==> config.mk <==
export PLATFORM = sky130hd
export DESIGN_NAME = simple_proc_ram_arb_flat
export DESIGN_NICKNAME = d
export VERILOG_FILES = /design/src/rtl/simple_proc_pkg.sv /design/src/rtl/simple_proc_ram_arb_if.sv /design/src/rtl/simple_proc_rr_lock.sv /design/src/rtl/simple_proc_ram_arb.sv /design/src/flat_wrapper.sv
export SDC_FILE = /design/constraint.sdc
export NUM_CORES = 1
export LEC_CHECK = 0
export CAP_MARGIN = 30
export CORE_MARGIN = 5
export CORE_UTILIZATION = 25
export DETAILED_ROUTE_END_ITERATION = 6
export PLACE_DENSITY_LB_ADDON = 0.25
export SETUP_SLACK_MARGIN = 0.2
export SLEW_MARGIN = 5
export SYNTH_ARGS = -nofsm -noshare
export SYNTH_HDL_FRONTEND = slang
export SYNTH_SLANG_ARGS = --single-unit
export TNS_END_PERCENT = 100
==> constraint.sdc <==
create_clock -name clk -period 3.5 [get_ports clk]
set_clock_uncertainty 0.05 [all_clocks]
set_input_delay 0.525 -clock clk [delete_from_list [all_inputs] [get_ports clk]]
set_output_delay 0.525 -clock clk [all_outputs]
set_load 0.02 [all_outputs]
==> src/rtl/simple_proc_pkg.sv <==
// simple_proc_pkg
// Shared definitions for the CPU/host RAM arbiter: bus widths, the default
// burst limit for host locks, the arbiter state encoding and a small helper
// that recognises the final beat of a locked burst.
package simple_proc_pkg;

  localparam int unsigned ADDR_W        = 7;
  localparam int unsigned DATA_W        = 16;
  localparam int unsigned BEAT_W        = 4;
  localparam int unsigned BURST_MAX_DEF = 8;

  typedef logic [ADDR_W-1:0] addr_t;
  typedef logic [DATA_W-1:0] data_t;
  typedef logic [BEAT_W-1:0] beat_t;

  typedef enum logic [1:0] {
    ST_IDLE = 2'd0,
    ST_ARB  = 2'd1,
    ST_LOCK = 2'd2
  } arb_state_e;

  // True when the host beat granted now (on top of beats_done already
  // taken) exhausts the burst allowance.
  function automatic logic is_last_beat(input beat_t beats_done, input beat_t limit);
    beat_t next_count;
    next_count = beats_done + 4'd1;
    return (next_count == limit);
  endfunction

endpackage

==> src/rtl/simple_proc_ram_arb_if.sv <==
// simple_proc_ram_arb_if
// Bundles the two requester ports (CPU "c_*", host "h_*"), the shared read
// data / lock status and the strobes towards the external 16x128 data RAM.
//   master : the requesters plus the RAM model (drive requests and ram_dout)
//   slave  : the arbiter (drives grants, rvld, rdata, locked, RAM strobes)
interface simple_proc_ram_arb_if;
  import simple_proc_pkg::*;

  logic  c_req;
  logic  c_we;
  addr_t c_addr;
  data_t c_wdata;
  logic  c_gnt;
  logic  c_rvld;

  logic  h_req;
  logic  h_we;
  logic  h_lock;
  addr_t h_addr;
  data_t h_wdata;
  logic  h_gnt;
  logic  h_rvld;

  data_t rdata;
  logic  locked;

  logic  ram_read_en;
  logic  ram_write_en;
  addr_t ram_addr;
  data_t ram_din;
  data_t ram_dout;

  modport master (
    output c_req, c_we, c_addr, c_wdata,
    output h_req, h_we, h_lock, h_addr, h_wdata,
    output ram_dout,
    input  c_gnt, c_rvld, h_gnt, h_rvld, rdata, locked,
    input  ram_read_en, ram_write_en, ram_addr, ram_din
  );

  modport slave (
    input  c_req, c_we, c_addr, c_wdata,
    input  h_req, h_we, h_lock, h_addr, h_wdata,
    input  ram_dout,
    output c_gnt, c_rvld, h_gnt, h_rvld, rdata, locked,
    output ram_read_en, ram_write_en, ram_addr, ram_din
  );

endinterface

==> src/rtl/simple_proc_rr_lock.sv <==
// simple_proc_rr_lock
// Grant decision for the two requesters: round-robin on ties (last-grant
// register, reset to "host" so the CPU wins the first tie), host-only grants
// while a burst lock is held, and the beat counter that bounds a lock.
// Ports:
//   clk, rst      : clock, synchronous active-high reset
//   in_lock       : arbiter is in the LOCK state
//   post_release  : first cycle after a lock was released (CPU preferred)
//   c_req/h_req   : raw requests; h_lock : host asks for a burst lock
//   c_win/h_win   : combinational grants (never both, zero during rst)
//   burst_done    : the host beat granted now is the last one allowed
module simple_proc_rr_lock
  import simple_proc_pkg::*;
#(
  parameter int unsigned BURST_MAX = BURST_MAX_DEF
) (
  input  logic clk,
  input  logic rst,
  input  logic in_lock,
  input  logic post_release,
  input  logic c_req,
  input  logic h_req,
  input  logic h_lock,
  output logic c_win,
  output logic h_win,
  output logic burst_done
);

  localparam beat_t BURST_LIM = BEAT_W'(BURST_MAX);

  logic  last_host_r;
  beat_t beat_cnt_r;

  // Grant selection: lock gives the host the bus, otherwise round-robin on ties.
  always_comb begin
    c_win = 1'b0;
    h_win = 1'b0;
    if (rst) begin
      c_win = 1'b0;
      h_win = 1'b0;
    end else if (in_lock) begin
      h_win = h_req;
    end else if (c_req && h_req) begin
      // Right after a release the CPU always takes the tie so that two host
      // bursts can never run back to back while the CPU is waiting.
      if (post_release || last_host_r) begin
        c_win = 1'b1;
      end else begin
        h_win = 1'b1;
      end
    end else begin
      c_win = c_req;
      h_win = h_req;
    end
  end

  // Last-beat detection; outside a lock the locking beat itself is beat one.
  always_comb begin
    burst_done = 1'b0;
    if (in_lock) begin
      burst_done = is_last_beat(beat_cnt_r, BURST_LIM);
    end else begin
      burst_done = (BURST_LIM == 4'd1);
    end
  end

  // Last-grant register and lock beat counter.
  always_ff @(posedge clk) begin
    if (rst) begin
      last_host_r <= 1'b1;
      beat_cnt_r  <= 4'd0;
    end else begin
      if (c_win) begin
        last_host_r <= 1'b0;
      end else if (h_win) begin
        last_host_r <= 1'b1;
      end else begin
        last_host_r <= last_host_r;
      end

      if (in_lock) begin
        beat_cnt_r <= h_win ? (beat_cnt_r + 4'd1) : beat_cnt_r;
      end else if (h_win && h_lock) begin
        beat_cnt_r <= 4'd1;
      end else begin
        beat_cnt_r <= 4'd0;
      end
    end
  end

endmodule

==> src/rtl/simple_proc_ram_arb.sv <==
// simple_proc_ram_arb
// Arbitrates a CPU port and a host (loader/debug) port onto one external
// single-port RAM with registered read data. One access per cycle; grants are
// combinational so the winner's address/data reach the RAM in the grant
// cycle, and read data returns one cycle later on the shared rdata bus.
// The host may lock the RAM for up to BURST_MAX consecutive beats.
// Ports:
//   clk : clock, rising edge
//   rst : synchronous active-high reset (also forces all outputs to zero)
//   bus : simple_proc_ram_arb_if.slave (requesters, rdata/locked, RAM side)
module simple_proc_ram_arb
  import simple_proc_pkg::*;
#(
  parameter int unsigned BURST_MAX = BURST_MAX_DEF
) (
  input logic               clk,
  input logic               rst,
  simple_proc_ram_arb_if.slave bus
);

  arb_state_e state_r;
  arb_state_e state_s;

  logic c_win_s;
  logic h_win_s;
  logic burst_done_s;
  logic in_lock_s;
  logic lock_start_s;
  logic lock_end_s;
  logic rvld_any_s;

  logic released_r;
  logic c_rvld_r;
  logic h_rvld_r;

  assign in_lock_s = (state_r == ST_LOCK);

  simple_proc_rr_lock #(
    .BURST_MAX(BURST_MAX)
  ) u_rr_lock (
    .clk          (clk),
    .rst          (rst),
    .in_lock      (in_lock_s),
    .post_release (released_r),
    .c_req        (bus.c_req),
    .h_req        (bus.h_req),
    .h_lock       (bus.h_lock),
    .c_win        (c_win_s),
    .h_win        (h_win_s),
    .burst_done   (burst_done_s)
  );

  // Lock entry/exit conditions; a one-beat allowance never enters LOCK.
  always_comb begin
    lock_start_s = 1'b0;
    lock_end_s   = 1'b0;
    if (in_lock_s) begin
      lock_end_s = !bus.h_lock || !bus.h_req || burst_done_s;
    end else begin
      lock_start_s = h_win_s && bus.h_lock && !burst_done_s;
    end
  end

  // Next-state logic; IDLE arbitrates like ARB so a request is served at once.
  always_comb begin
    state_s = state_r;
    case (state_r)
      ST_IDLE: begin
        if (lock_start_s) begin
          state_s = ST_LOCK;
        end else if (bus.c_req || bus.h_req) begin
          state_s = ST_ARB;
        end else begin
          state_s = ST_IDLE;
        end
      end
      ST_ARB: begin
        if (lock_start_s) begin
          state_s = ST_LOCK;
        end else if (!bus.c_req && !bus.h_req) begin
          state_s = ST_IDLE;
        end else begin
          state_s = ST_ARB;
        end
      end
      ST_LOCK: begin
        if (lock_end_s) begin
          state_s = ST_ARB;
        end else begin
          state_s = ST_LOCK;
        end
      end
      default: state_s = ST_IDLE;
    endcase
  end

  // Grant and RAM-side outputs driven from the current winner.
  always_comb begin
    bus.c_gnt        = c_win_s;
    bus.h_gnt        = h_win_s;
    bus.ram_addr     = 7'd0;
    bus.ram_din      = 16'd0;
    bus.ram_read_en  = 1'b0;
    bus.ram_write_en = 1'b0;
    if (h_win_s) begin
      bus.ram_addr     = bus.h_addr;
      bus.ram_din      = bus.h_wdata;
      bus.ram_read_en  = !bus.h_we;
      bus.ram_write_en = bus.h_we;
    end else if (c_win_s) begin
      bus.ram_addr     = bus.c_addr;
      bus.ram_din      = bus.c_wdata;
      bus.ram_read_en  = !bus.c_we;
      bus.ram_write_en = bus.c_we;
    end else begin
      bus.ram_addr     = 7'd0;
      bus.ram_din      = 16'd0;
    end
  end

  // Read-valid, shared read data and lock flag; rst masks a read already in
  // flight so it never surfaces in the cycle after reset is applied.
  always_comb begin
    bus.c_rvld = c_rvld_r && !rst;
    bus.h_rvld = h_rvld_r && !rst;
    bus.locked = in_lock_s && !rst;
    rvld_any_s = (c_rvld_r || h_rvld_r) && !rst;
    if (rvld_any_s) begin
      bus.rdata = bus.ram_dout;
    end else begin
      bus.rdata = 16'd0;
    end
  end

  // State register, read-valid pipeline and post-release marker.
  always_ff @(posedge clk) begin
    if (rst) begin
      state_r    <= ST_IDLE;
      c_rvld_r   <= 1'b0;
      h_rvld_r   <= 1'b0;
      released_r <= 1'b0;
    end else begin
      state_r    <= state_s;
      c_rvld_r   <= c_win_s && !bus.c_we;
      h_rvld_r   <= h_win_s && !bus.h_we;
      released_r <= lock_end_s;
    end
  end

endmodule

==> src/flat_wrapper.sv <==
// flat-port wrapper written by rule: the top's interface ports become plain ports
module simple_proc_ram_arb_flat import simple_proc_pkg::*;
#(
  parameter int unsigned BURST_MAX = BURST_MAX_DEF
)
  (clk, rst, bus_c_req, bus_c_we, bus_c_addr, bus_c_wdata, bus_h_req, bus_h_we, bus_h_lock, bus_h_addr, bus_h_wdata, bus_ram_dout, bus_c_gnt, bus_c_rvld, bus_h_gnt, bus_h_rvld, bus_rdata, bus_locked, bus_ram_read_en, bus_ram_write_en, bus_ram_addr, bus_ram_din);
  simple_proc_ram_arb_if bus_i ();
  input logic clk;
  input logic rst;
  input wire logic [$bits(bus_i.c_req)-1:0] bus_c_req;
  input wire logic [$bits(bus_i.c_we)-1:0] bus_c_we;
  input wire logic [$bits(bus_i.c_addr)-1:0] bus_c_addr;
  input wire logic [$bits(bus_i.c_wdata)-1:0] bus_c_wdata;
  input wire logic [$bits(bus_i.h_req)-1:0] bus_h_req;
  input wire logic [$bits(bus_i.h_we)-1:0] bus_h_we;
  input wire logic [$bits(bus_i.h_lock)-1:0] bus_h_lock;
  input wire logic [$bits(bus_i.h_addr)-1:0] bus_h_addr;
  input wire logic [$bits(bus_i.h_wdata)-1:0] bus_h_wdata;
  input wire logic [$bits(bus_i.ram_dout)-1:0] bus_ram_dout;
  output wire logic [$bits(bus_i.c_gnt)-1:0] bus_c_gnt;
  output wire logic [$bits(bus_i.c_rvld)-1:0] bus_c_rvld;
  output wire logic [$bits(bus_i.h_gnt)-1:0] bus_h_gnt;
  output wire logic [$bits(bus_i.h_rvld)-1:0] bus_h_rvld;
  output wire logic [$bits(bus_i.rdata)-1:0] bus_rdata;
  output wire logic [$bits(bus_i.locked)-1:0] bus_locked;
  output wire logic [$bits(bus_i.ram_read_en)-1:0] bus_ram_read_en;
  output wire logic [$bits(bus_i.ram_write_en)-1:0] bus_ram_write_en;
  output wire logic [$bits(bus_i.ram_addr)-1:0] bus_ram_addr;
  output wire logic [$bits(bus_i.ram_din)-1:0] bus_ram_din;
  assign bus_i.c_req = bus_c_req;
  assign bus_i.c_we = bus_c_we;
  assign bus_i.c_addr = bus_c_addr;
  assign bus_i.c_wdata = bus_c_wdata;
  assign bus_i.h_req = bus_h_req;
  assign bus_i.h_we = bus_h_we;
  assign bus_i.h_lock = bus_h_lock;
  assign bus_i.h_addr = bus_h_addr;
  assign bus_i.h_wdata = bus_h_wdata;
  assign bus_i.ram_dout = bus_ram_dout;
  assign bus_c_gnt = bus_i.c_gnt;
  assign bus_c_rvld = bus_i.c_rvld;
  assign bus_h_gnt = bus_i.h_gnt;
  assign bus_h_rvld = bus_i.h_rvld;
  assign bus_rdata = bus_i.rdata;
  assign bus_locked = bus_i.locked;
  assign bus_ram_read_en = bus_i.ram_read_en;
  assign bus_ram_write_en = bus_i.ram_write_en;
  assign bus_ram_addr = bus_i.ram_addr;
  assign bus_ram_din = bus_i.ram_din;
  simple_proc_ram_arb #(.BURST_MAX(BURST_MAX)) u_core (.clk(clk), .rst(rst), .bus(bus_i));
endmodule
==> Word level (Yosys, flattened, before mapping) <==
Cells that the tools add are included.
{ "op_classes": {"n_addsub": 1, "n_eq_ne": 4, "n_mux": 31, "n_reduce_logical": 24} }
{ "op_table": {"columns": ["operator", "n"], "rows": [
  ["16-bit two-way mux", 3],
  ["1-bit two-way mux", 20],
  ["7-bit two-way mux", 2],
  ["1-bit logical AND", 10],
  ["4-bit two-way mux", 2],
  ["1-bit zero test", 7],
  ["2-bit two-way mux", 3],
  ["2-bit one-hot mux with 3 select lines", 1],
  ["1-bit logical OR", 5],
  ["4-bit by 1-bit adder with 4-bit output (second input constant)", 1],
  ["4-bit equality test (second input constant)", 1],
  ["2-bit by 1-bit equality test with 1-bit output (second input constant)", 1],
  ["2-bit equality test (second input constant)", 1],
  ["2-bit zero test", 1],
  ["2-bit by 1-bit inequality test with 1-bit output (second input constant)", 1],
  ["2-bit nonzero test", 1]
]} }
{ "word_totals": {"ff_bits": 10, "output_inout_bits": 46} }

==> Logic depth before layout (Yosys ltp) <==
Gate-level depths: netlist of the first run.
{ "logic_depth": {"ltp_word": 10, "mapped_depth": 6, "ltp_nobuf": 5} }

==> By module <==
From an unflattened synthesis of the first run, not the netlist that was laid out.
{ "unflattened": {"cells_unflattened": 111, "hier_area_um2": 915.9} }
{ "modules_own_cells": {"columns": ["mod", "instances", "cells_each", "area_per_inst_um2", "seq_area_each_um2"], "rows": [
  ["simple_proc_ram_arb", 1, 71, 594.3, 100.1],
  ["simple_proc_rr_lock", 1, 40, 321.6, 100.1]
]} }

==> Worst setup path before layout of the first run <==
Ideal clock, no wire load.
{ "synth_timing": {"path_type": "input to output", "start": "in bus_h_req", "end": "out bus_c_gnt", "t_arrival_ns": 1.564, "required_time_ns": 2.925, "setup_slack_ns": 1.361, "path_stages": 4, "path_buffers": 2, "path_cell_list": "clkbuf_8 -> a211oi_4 -> buf_6 -> nor2b_1"} }
{ "synth_between": {"elab_chain_len": 4} }
{ "synth_lines": {"columns": ["item", "line_no", "rtl"], "rows": [
  ["start, declared", "flat_wrapper.sv:14", "input wire logic [$bits(bus_i.h_req)-1:0] bus_h_req;"],
  ["1-bit logical AND", "simple_proc_rr_lock.sv:43", "end else if (c_req && h_req) begin"],
  ["1-bit two-way mux", "simple_proc_rr_lock.sv:43", null],
  ["1-bit two-way mux", "simple_proc_rr_lock.sv:41", "end else if (in_lock) begin"],
  ["1-bit two-way mux", "simple_proc_rr_lock.sv:38", "if (rst) begin"],
  ["end, declared", "flat_wrapper.sv:20", "output wire logic [$bits(bus_i.c_gnt)-1:0] bus_c_gnt;"]
]} }
No other way between the ends.

==> Worst setup path in the final report of the first run <==
{ "layout_timing": {"start": "in bus_c_req", "end": "out bus_ram_din[15]"} }
{ "layout_between": {"elab_chain_len": 6, "elab_cells_between_ends": 9} }
{ "layout_lines": {"columns": ["item", "line_no", "rtl"], "rows": [
  ["start, declared", "flat_wrapper.sv:10", "input wire logic [$bits(bus_i.c_req)-1:0] bus_c_req;"],
  ["1-bit logical AND", "simple_proc_rr_lock.sv:43", null],
  ["1-bit two-way mux", "simple_proc_rr_lock.sv:43", null],
  ["1-bit two-way mux", "simple_proc_rr_lock.sv:41", null],
  ["1-bit two-way mux", "simple_proc_rr_lock.sv:38", null],
  ["16-bit two-way mux", "simple_proc_ram_arb.sv:110", "end else if (c_win_s) begin"],
  ["16-bit two-way mux *", "simple_proc_ram_arb.sv:105", "if (h_win_s) begin"],
  ["end, declared", "flat_wrapper.sv:29", "output wire logic [$bits(bus_i.ram_din)-1:0] bus_ram_din;"]
]} }
Mark *: on every way between the ends. The rest lies on a longest branch, timed or not.

==> flow_summary.yaml, run 1 <==
floorplan:
  die_h_um: 77.9
  coreArea_sq_um: 4410
  die_w_um: 77.9
  initial_core_util_pct: 26.1
  io_pins: 115
  die-area_sq_um: 6070
  rows: 24
drt:
  drc: 0
  vias: 1345
  ant_nets: 0
  dr.pass1.iters: 4
  routedWlPerCell_um: 15.0
  viasPerCell: 4.48
  detail_route.iter0.violations: 32
  postRouteWirelength_mm: 4.50
timing:
  fin_crit_ns: 3.07
  final.period_utilization_pct: 87.6
  hold-worst-slack_ns: 0.481
  slew_viol_final: 0
  max-slew-margin-rel_pct: 72.6
  tightest_slew_ns: 0.411
  hold_viol: 0
  fin_setup_tns_ns: 0
  max_clock_freq_mhz: 326
  setup_viol: 0
  rsz0062_at_grt: "no"
layout:
  fillCellCount: 424
  final_core_util_pct: 53.7
  layout-drive-gt1-share_pct: 21.8
  final_nets: 320
  multi_input_area_sq_um: 856
  seq_area_sq_um: 200
  insertedDiodeCount: 0
  stdcell_area_sq_um: 2370
  syn_to_final_growth_pct: 105
clock_network:
  cts_resized: 0
  postCtsSetupRepairBufs: 0
  h-tree-depth: 1
  cts_hold_buffers: 0
  clk_path_buf_depth: 2
  clk_pin_slew_ns: 0.05
  clk_latency_ns: 0.24
  cts_buffers: 3
  clock_sink_count: 10
  root_buffer: "clkbuf_8"
  cts_tree: "built"
power_and_ir_drop:
  p_leak_nw: 0.879
  power_frac_seq_pct: 22.5
  p_clk_share_pct: 26.9
  p_sw_w: 0.000169
  swShare_pct: 31.3
  power_density_nw_per_um2: 229
  ir_drop_v: 0.000261
  pwr-share-comb_pct: 50.7
  power_w: 0.000542
  internal_power_w: 0.000373
critical_path:
  r2r_slack_ns: 1.92
  crit_chain: "clkdlybuf4s50_1 -> inv_2 -> o31a_1 -> buf_4 -> a22oi_1 -> nor2_1 -> clkdlybuf4s50_1"
  critPathLaunchType: "input port"
  end_kind: "output port"
  crit_top_cell: "clkdlybuf4s50_1"
  worst_path_max_delay_cell: "clkdlybuf4s50_1"
  cp.required_ns: 2.92
  cp_max_fo: 26
  max_stage_delay_ns: 0.54
  cp_data_arrival_time_ns: 2.49
  criticalPathCategory: "in -> out"
logic_synthesis:
  ys_async_sr_fraction_pct: 0
  synth_area_leader_cell: "a22oi_2"
  synth-seq-cells: 10
  synth_commonest_cells: "nor2_2 (20), a22oi_2 (17), and2_1 (16)"
  syn_nets: 207
  synth.distinct_cells: 37
  yosysMostFrequentCell: "nor2_2"
  netlist_instances: 136
  ys_seq_area_share_pct: 17.4
  avgSynthCellArea_sq_um: 8.48
  ys.flop_type: "dfxtp_1"
  synth_edf_count: 0
  mappedNetlistArea_sq_um: 1150
  yosys-top-cells-area: "a22oi_2 (18%), dfxtp_1 (17%), nor2_2 (11%)"
  yosysWarnings: 0
  synth_top_area_share_pct: 18.4
global_route:
  grt_pass1_vias: 1282
  overflow: 0
  antenna_found_initial: 0
  grt_pass1_wl_mm: 6.92
  grt_max_degree: 27
  grt.total_usage_pct: 14.0
run_status:
  status: "completed"
placement:
  dp_hpwl_mm: 3.74
  place_area_sq_um: 2310
  place_congestion: 0.845
  port_buffers: 114
hold_path:
  hp-class: "reg -> reg"
run:
  drv_cap: 0
[critical path, delay by kind of cell]
family          cells  cell delay (ns)
compound gates      2             0.48
buf+inv             4             1.41
simple gates        1             0.05
[final cells by class]
class                   count  share of cell area (%)
clock buffers               4                    2.32
inverters                   2                   0.317
multi-input cells         113                    36.1
flip-flops and latches     10                    8.45
well taps                  52                    2.75
repair buffers            119                    50.1
[flip-flops by register name (all words and copies together), names as in the netlist]
signal / count
u_core.u_rr_lock.beat_cnt_r: 4
u_core.state_r: 2
u_core.c_rvld_r: 1
u_core.h_rvld_r: 1
u_core.released_r: 1
u_core.u_rr_lock.last_host_r: 1
[layer usage]
| layer | wire, um | vias to the layer above | track usage (%) |
|---|---|---|---|
| met3 | 376 | 4 | 3.59 |
| met4 | 45 | 0 | 3.38 |
| met5 | 0 | - | 0 |
| li1 | - | 700 | - |
| met2 | 2190 | 56 | 24.2 |
| met1 | 1890 | 585 | 17.2 |
[power groups by stage]
stage / combinational (W) / sequential [W] / clock, W
after global routing: 0.000292 / 0.000122 / 0.000159
after detailed placement: 0.000277 / 0.000124 / 0
after floorplan: 0.000136 / 0.000123 / 0
final: 0.000275 / 0.000122 / 0.000146
after global placement: 0.000276 / 0.000124 / 0
after CTS: 0.000277 / 0.000122 / 0.000154
[cells in the final DEF, fill, tap and decap left out, types with 2 or more instances in the layout]
cell type          n
nand2b_1           2
nor2b_1            3
clkbuf_8           4
a21oi_1            3
and2_1            16
a22oi_4            2
xnor2_1            3
o21ai_0            2
a31oi_1            2
nand2_1            3
nor3_1             3
dfxtp_1           10
buf_4              4
ha_1               2
a22oi_2           17
nor2_1            15
nand3_1            2
nor2_2            20
a22oi_1            5
clkdlybuf4s50_1  113
[cells by family (layout without fill, tap and decap cells)]
| logic type | after synthesis | in the layout | synth area share (%) |
|---|---|---|---|
| compound gates | 37 | 37 | 33.9 |
| xor+xnor | 4 | 4 | 3.04 |
| fa+ha+maj | 2 | 2 | 2.17 |
| buf+inv | 13 | 125 | 8.46 |
| flops | 10 | 10 | 17.4 |
| mux | 1 | 1 | 0.868 |
| simple gates | 69 | 69 | 34.2 |
[path summary, 6_finish.rpt]
check                                 start                        endpoint  depth (start not counted)
max reg2reg               u_core.state_r[1]  u_core.u_rr_lock.beat_cnt_r[1]                          5
min          u_core.u_rr_lock.beat_cnt_r[3]  u_core.u_rr_lock.beat_cnt_r[3]                          2
min reg2reg  u_core.u_rr_lock.beat_cnt_r[3]  u_core.u_rr_lock.beat_cnt_r[3]                          2
max                               bus_c_req                 bus_ram_din[15]                          7
[stage by stage]
| stage | std cells | setup WS, ns |
|---|---|---|
| 3_3_place_gp | 296 | 0.441 |
| 6_report | 300 | 0.434 |
| 5_1_grt | 300 | 0.287 |
| 4_1_cts | 300 | 0.429 |
| 2_1_floorplan | 136 | 1.36 |
| 3_5_place_dp | 296 | 0.433 |
Note: power is estimated with default switching activity, not from simulation.
==> run 2: changes to the inputs <==
Settings changed: CAP_MARGIN 30 to 20, GPL_TIMING_DRIVEN set to 0.
Clock period 3.5 ns to 2.7 ns, I/O delays scaled along.
==> flow_summary.yaml, run 2 (synthesis gave the netlist of run 1 again) <==
run_status:
  status: "completed"
clock_network:
  clk_path_buf_depth: 2
  clk_latency_ns: 0.23
  clk_pin_slew_ns: 0.04
  cts_buffers: 3
  clock_sink_count: 10
  h-tree-depth: 1
  root_buffer: "clkbuf_8"
  cts_tree: "built"
power_and_ir_drop:
  power_density_nw_per_um2: 283
  p_leak_nw: 0.938
  power_w: 0.000650
  ir_drop_v: 0.000327
timing:
  hold_viol: 0
  final.period_utilization_pct: 85.7
  max_clock_freq_mhz: 432
  fin_crit_ns: 2.31
  max-slew-margin-rel_pct: 57.1
  hold-worst-slack_ns: 0.448
  layout_setup_ws_ns: 0.386
  rsz0062_at_grt: "no"
  slew_viol_final: 0
  setup_viol: 0
  fin_setup_tns_ns: 0
  tightest_slew_ns: 0.644
drt:
  routedWlPerCell_um: 15.0
  ant_nets: 0
  postRouteWirelength_mm: 4.58
  viasPerCell: 4.61
  dr.pass1.iters: 4
  detail_route.iter0.violations: 41
  vias: 1407
  drc: 0
layout:
  largestRegisters: "u_core.u_rr_lock.beat_cnt_r (4), u_core.state_r (2)"
  insertedDiodeCount: 0
  mostFrequentLayoutCell: "clkdlybuf4s50_1"
  most-common-layout-cells: "clkdlybuf4s50_1 (85), buf_2 (20), nor2_2 (20)"
  top_register: "u_core.u_rr_lock.beat_cnt_r"
  final_nets: 326
  layout-drive-gt1-share_pct: 31.6
  stdcell_area_sq_um: 2300
  seq_area_sq_um: 200
  syn_to_final_growth_pct: 99.1
  fillCellCount: 441
  multi_input_area_sq_um: 856
  largest_register_ffs: 4
placement:
  preCtsSetupSlack_ns: -0.207
  port_buffers: 112
  place_congestion: 0.783
  place_area_sq_um: 2340
  dp_hpwl_mm: 3.84
global_route:
  grt_pass1_vias: 1365
  antenna_found_initial: 0
  grt_pass1_wl_mm: 7.18
  overflow: 0
  grt.total_usage_pct: 14.3
  grt_max_degree: 11
critical_path:
  cp_data_arrival_time_ns: 1.86
  cp_max_fo: 10
  end_kind: "output port"
  criticalPathCategory: "in -> out"
  cp.required_ns: 2.25
  critPathLaunchType: "input port"
floorplan:
  initial_core_util_pct: 26.1
  die-area_sq_um: 6070
  rows: 24
  die_h_um: 77.9
  io_pins: 115
  die_w_um: 77.9
  coreArea_sq_um: 4410
run:
  drv_cap: 0
hold_path:
  hp-class: "in -> reg"
-- run 2: cell types whose count changed in the layout (fill, tap and decap cells not counted), sizes merged --
cell / delta
clkdlybuf4s50: -28
buf: +22
clkbuf: +5
clkdlybuf4s15: +5
dlymetal6s2s: +1
-- run 2: layout make-up --
| class | instances | area share, % |
|---|---|---|
| inverter | 2 | 0.327 |
| clock buffer | 3 | 1.80 |
| timing repair buffer | 114 | 45.1 |
| buffer | 11 | 3.98 |
| sequential | 10 | 8.71 |
| tap | 52 | 2.83 |
| multi-input combinational | 113 | 37.3 |
-- run 2: where the power goes --
part / internal [W] / total, W / switching [W] / leakage [nW]
clock: 0.0000968 / 0.000146 / 0.0000492 / 0.0216
combinational: 0.000187 / 0.000346 / 0.000159 / 0.834
sequential: 0.000154 / 0.000158 / 0.00000422 / 0.0816
total: 0.000437 / 0.000650 / 0.000213 / 0.938
-- run 2: critical path, stage by stage --
cell and delay, ns:
buf_2 0.16, nor2_1 0.29, clkbuf_2 0.25, and2_1 0.14
clkdlybuf4s50_1 0.61
-- run 2: what timing repair did --
item / CTS / global route
pin swaps: 1 / 1
buffers inserted: 1 / 1
hold buffers: 0 / 0
setup endpoints to repair: 26 / 33
resized for setup: 92 / 5
-- run 2: worst paths after layout --
path	to	cells past startpoint	slack (ns)	startpoint
max	bus_rdata[7]	5	0.39	rst
min	u_core.h_rvld_r	3	0.45	bus_h_req
max reg2reg	u_core.state_r[0]	5	1.33	u_core.u_rr_lock.beat_cnt_r[0]
min reg2reg	u_core.u_rr_lock.beat_cnt_r[3]	2	0.48	u_core.u_rr_lock.beat_cnt_r[3]
-- run 2: per-stage QoR --
step / std cells / utilization, %
final: 305 / 52.0
after global routing: 305 / 52.0
after CTS: 304 / 52.0
after detailed placement: 300 / 53.0
after global placement: 300 / 53.0
after floorplan: 136 / -
-- run 2: layer usage --
| metal | wire length (um) | global-route usage, % | share of wire (%) |
|---|---|---|---|
| met3 | 484 | 4.98 | 11 |
| met2 | 2210 | 24.1 | 48 |
| met1 | 1870 | 18.1 | 41 |
| met4 | 10 | 1.35 | 0.22 |
| met5 | 0 | 0 | 0 |
==> run 3: changes to the inputs <==
Settings changed: CORE_UTILIZATION 25 to 27.
==> flow_summary.yaml, run 3 (synthesis gave the netlist of run 1 again) <==
layout:
  largest_register_ffs: 4
  mostFrequentLayoutCell: "clkdlybuf4s50_1"
  fillCellCount: 380
  syn_to_final_growth_pct: 102
  insertedDiodeCount: 0
  largestRegisters: "u_core.u_rr_lock.beat_cnt_r (4), u_core.state_r (2)"
  final_nets: 325
  top_register: "u_core.u_rr_lock.beat_cnt_r"
  stdcell_area_sq_um: 2330
  final_core_util_pct: 57.5
  most-common-layout-cells: "clkdlybuf4s50_1 (85), nor2_2 (20), a22oi_2 (17)"
  layout-drive-gt1-share_pct: 30.0
drt:
  ant_nets: 0
  dr.pass1.iters: 4
  vias: 1365
  viasPerCell: 4.50
  detail_route.iter0.violations: 40
  routedWlPerCell_um: 14.6
  drc: 0
  postRouteWirelength_mm: 4.41
timing:
  hold_viol: 0
  setup_viol: 0
  tightest_slew_ns: 0.669
  rsz0062_at_grt: "no"
  slew_viol_final: 0
  max_clock_freq_mhz: 434
  hold-worst-slack_ns: 0.437
  fin_crit_ns: 2.30
  max-slew-margin-rel_pct: 55.4
  final.period_utilization_pct: 85.4
run:
  drv_cap: 0
critical_path:
  regToRegEndpoint: "u_core.state_r[0]"
  criticalPathCategory: "in -> out"
  reg2reg_depth: 5
  rr_startpoint: "u_core.u_rr_lock.beat_cnt_r[0]"
  r2r_slack_ns: 1.31
  critPathLaunchType: "input port"
  cp_data_arrival_time_ns: 1.85
  cp_max_fo: 10
  cp.required_ns: 2.25
  end_kind: "output port"
clock_network:
  root_buffer: "clkbuf_8"
  cts_tree: "built"
  clk_latency_ns: 0.23
  h-tree-depth: 1
  clk_path_buf_depth: 2
  clk_pin_slew_ns: 0.05
  cts_buffers: 3
  clock_sink_count: 10
floorplan:
  initial_core_util_pct: 28.4
  coreArea_sq_um: 4060
  die-area_sq_um: 5680
  io_pins: 115
  die_w_um: 75.4
  die_h_um: 75.4
  rows: 23
placement:
  port_buffers: 112
  place_area_sq_um: 2340
  place_congestion: 0.791
  dp_hpwl_mm: 3.68
global_route:
  overflow: 0
  grt.total_usage_pct: 14.9
  grt_util_met3_pct: 4.62
  grt_pass1_wl_mm: 6.60
  grt_pass1_vias: 1339
  grt_max_degree: 11
  met1_usage_pct: 18.5
  busiest_layer: "met2"
  use_met2_pct: 26.1
  antenna_found_initial: 0
power_and_ir_drop:
  ir_drop_v: 0.000248
  power_w: 0.000688
  power_density_nw_per_um2: 295
  p_leak_nw: 0.943
hold_path:
  hp-class: "in -> reg"
  hp-start: "rst"
  whs_endpoint: "u_core.c_rvld_r"
  whs_path_depth: 2
run_status:
  status: "completed"
## run 3: cell type report
cell class	count	area, sq um	area share (%)
Timing Repair Buffer	113	1060	45.5
Multi-Input combinational cell	113	856	36.7
Sequential cell	10	200	8.57
Clock buffer	4	55.1	2.36
Tap cell	50	62.6	2.68
Inverter	2	7.51	0.322
Buffer	11	91.3	3.91
## run 3: routing by layer
layer  wire [um]  share of wire (%)
met4           0                  0
met3         557                 13
met1        1720                 39
met5           0                  0
met2        2140                 48
## run 3: power by group
group | internal (W) | switching, W | total [W] | leakage, nW
registers | 0.000153 | 0.00000419 | 0.000158 | 0.0816
clock network | 0.000128 | 0.0000579 | 0.000186 | 0.0288
logic | 0.000188 | 0.000157 | 0.000345 | 0.833
total | 0.000470 | 0.000219 | 0.000688 | 0.943
## run 3: critical path: stages
cell and delay, ns:
buf_2 0.16, nor2_1 0.28, clkbuf_2 0.25, and2_1 0.14, clkdlybuf4s50_1 0.61
## run 3: stage by stage
stage	setup TNS (ns)	setup slack (ns)	cells
6_report	0	0.395	303
5_1_grt	0	0.217	303
4_1_cts	0	0.286	303
3_5_place_dp	-4.46	-0.219	298
3_3_place_gp	-3.85	-0.197	298
2_1_floorplan	0	0.801	136
## run 3: worst max path at each step
stage                          startpoint             end  slack, ns  cells after the start
after global routing      u_core.c_rvld_r    bus_rdata[8]       0.22                      5
after detailed placement        bus_c_req  bus_ram_din[0]      -0.22                      7
after floorplan                 bus_h_req       bus_c_gnt       0.80                      4
after global placement          bus_c_req  bus_ram_din[0]      -0.20                      7
after CTS                             rst    bus_rdata[7]       0.29                      5
final                                 rst    bus_rdata[7]       0.40                      5
## run 3: repair_timing
| action | 4_1_cts | 5_1_grt |
|---|---|---|
| gates cloned | 0 | 0 |
| resized for setup | 79 | 2 |
| endpoints found under the setup margin | 26 | 10 |
| buffers inserted | 1 | 0 |
| hold buffers | 0 | 0 |
| pin swaps | 1 | 0 |
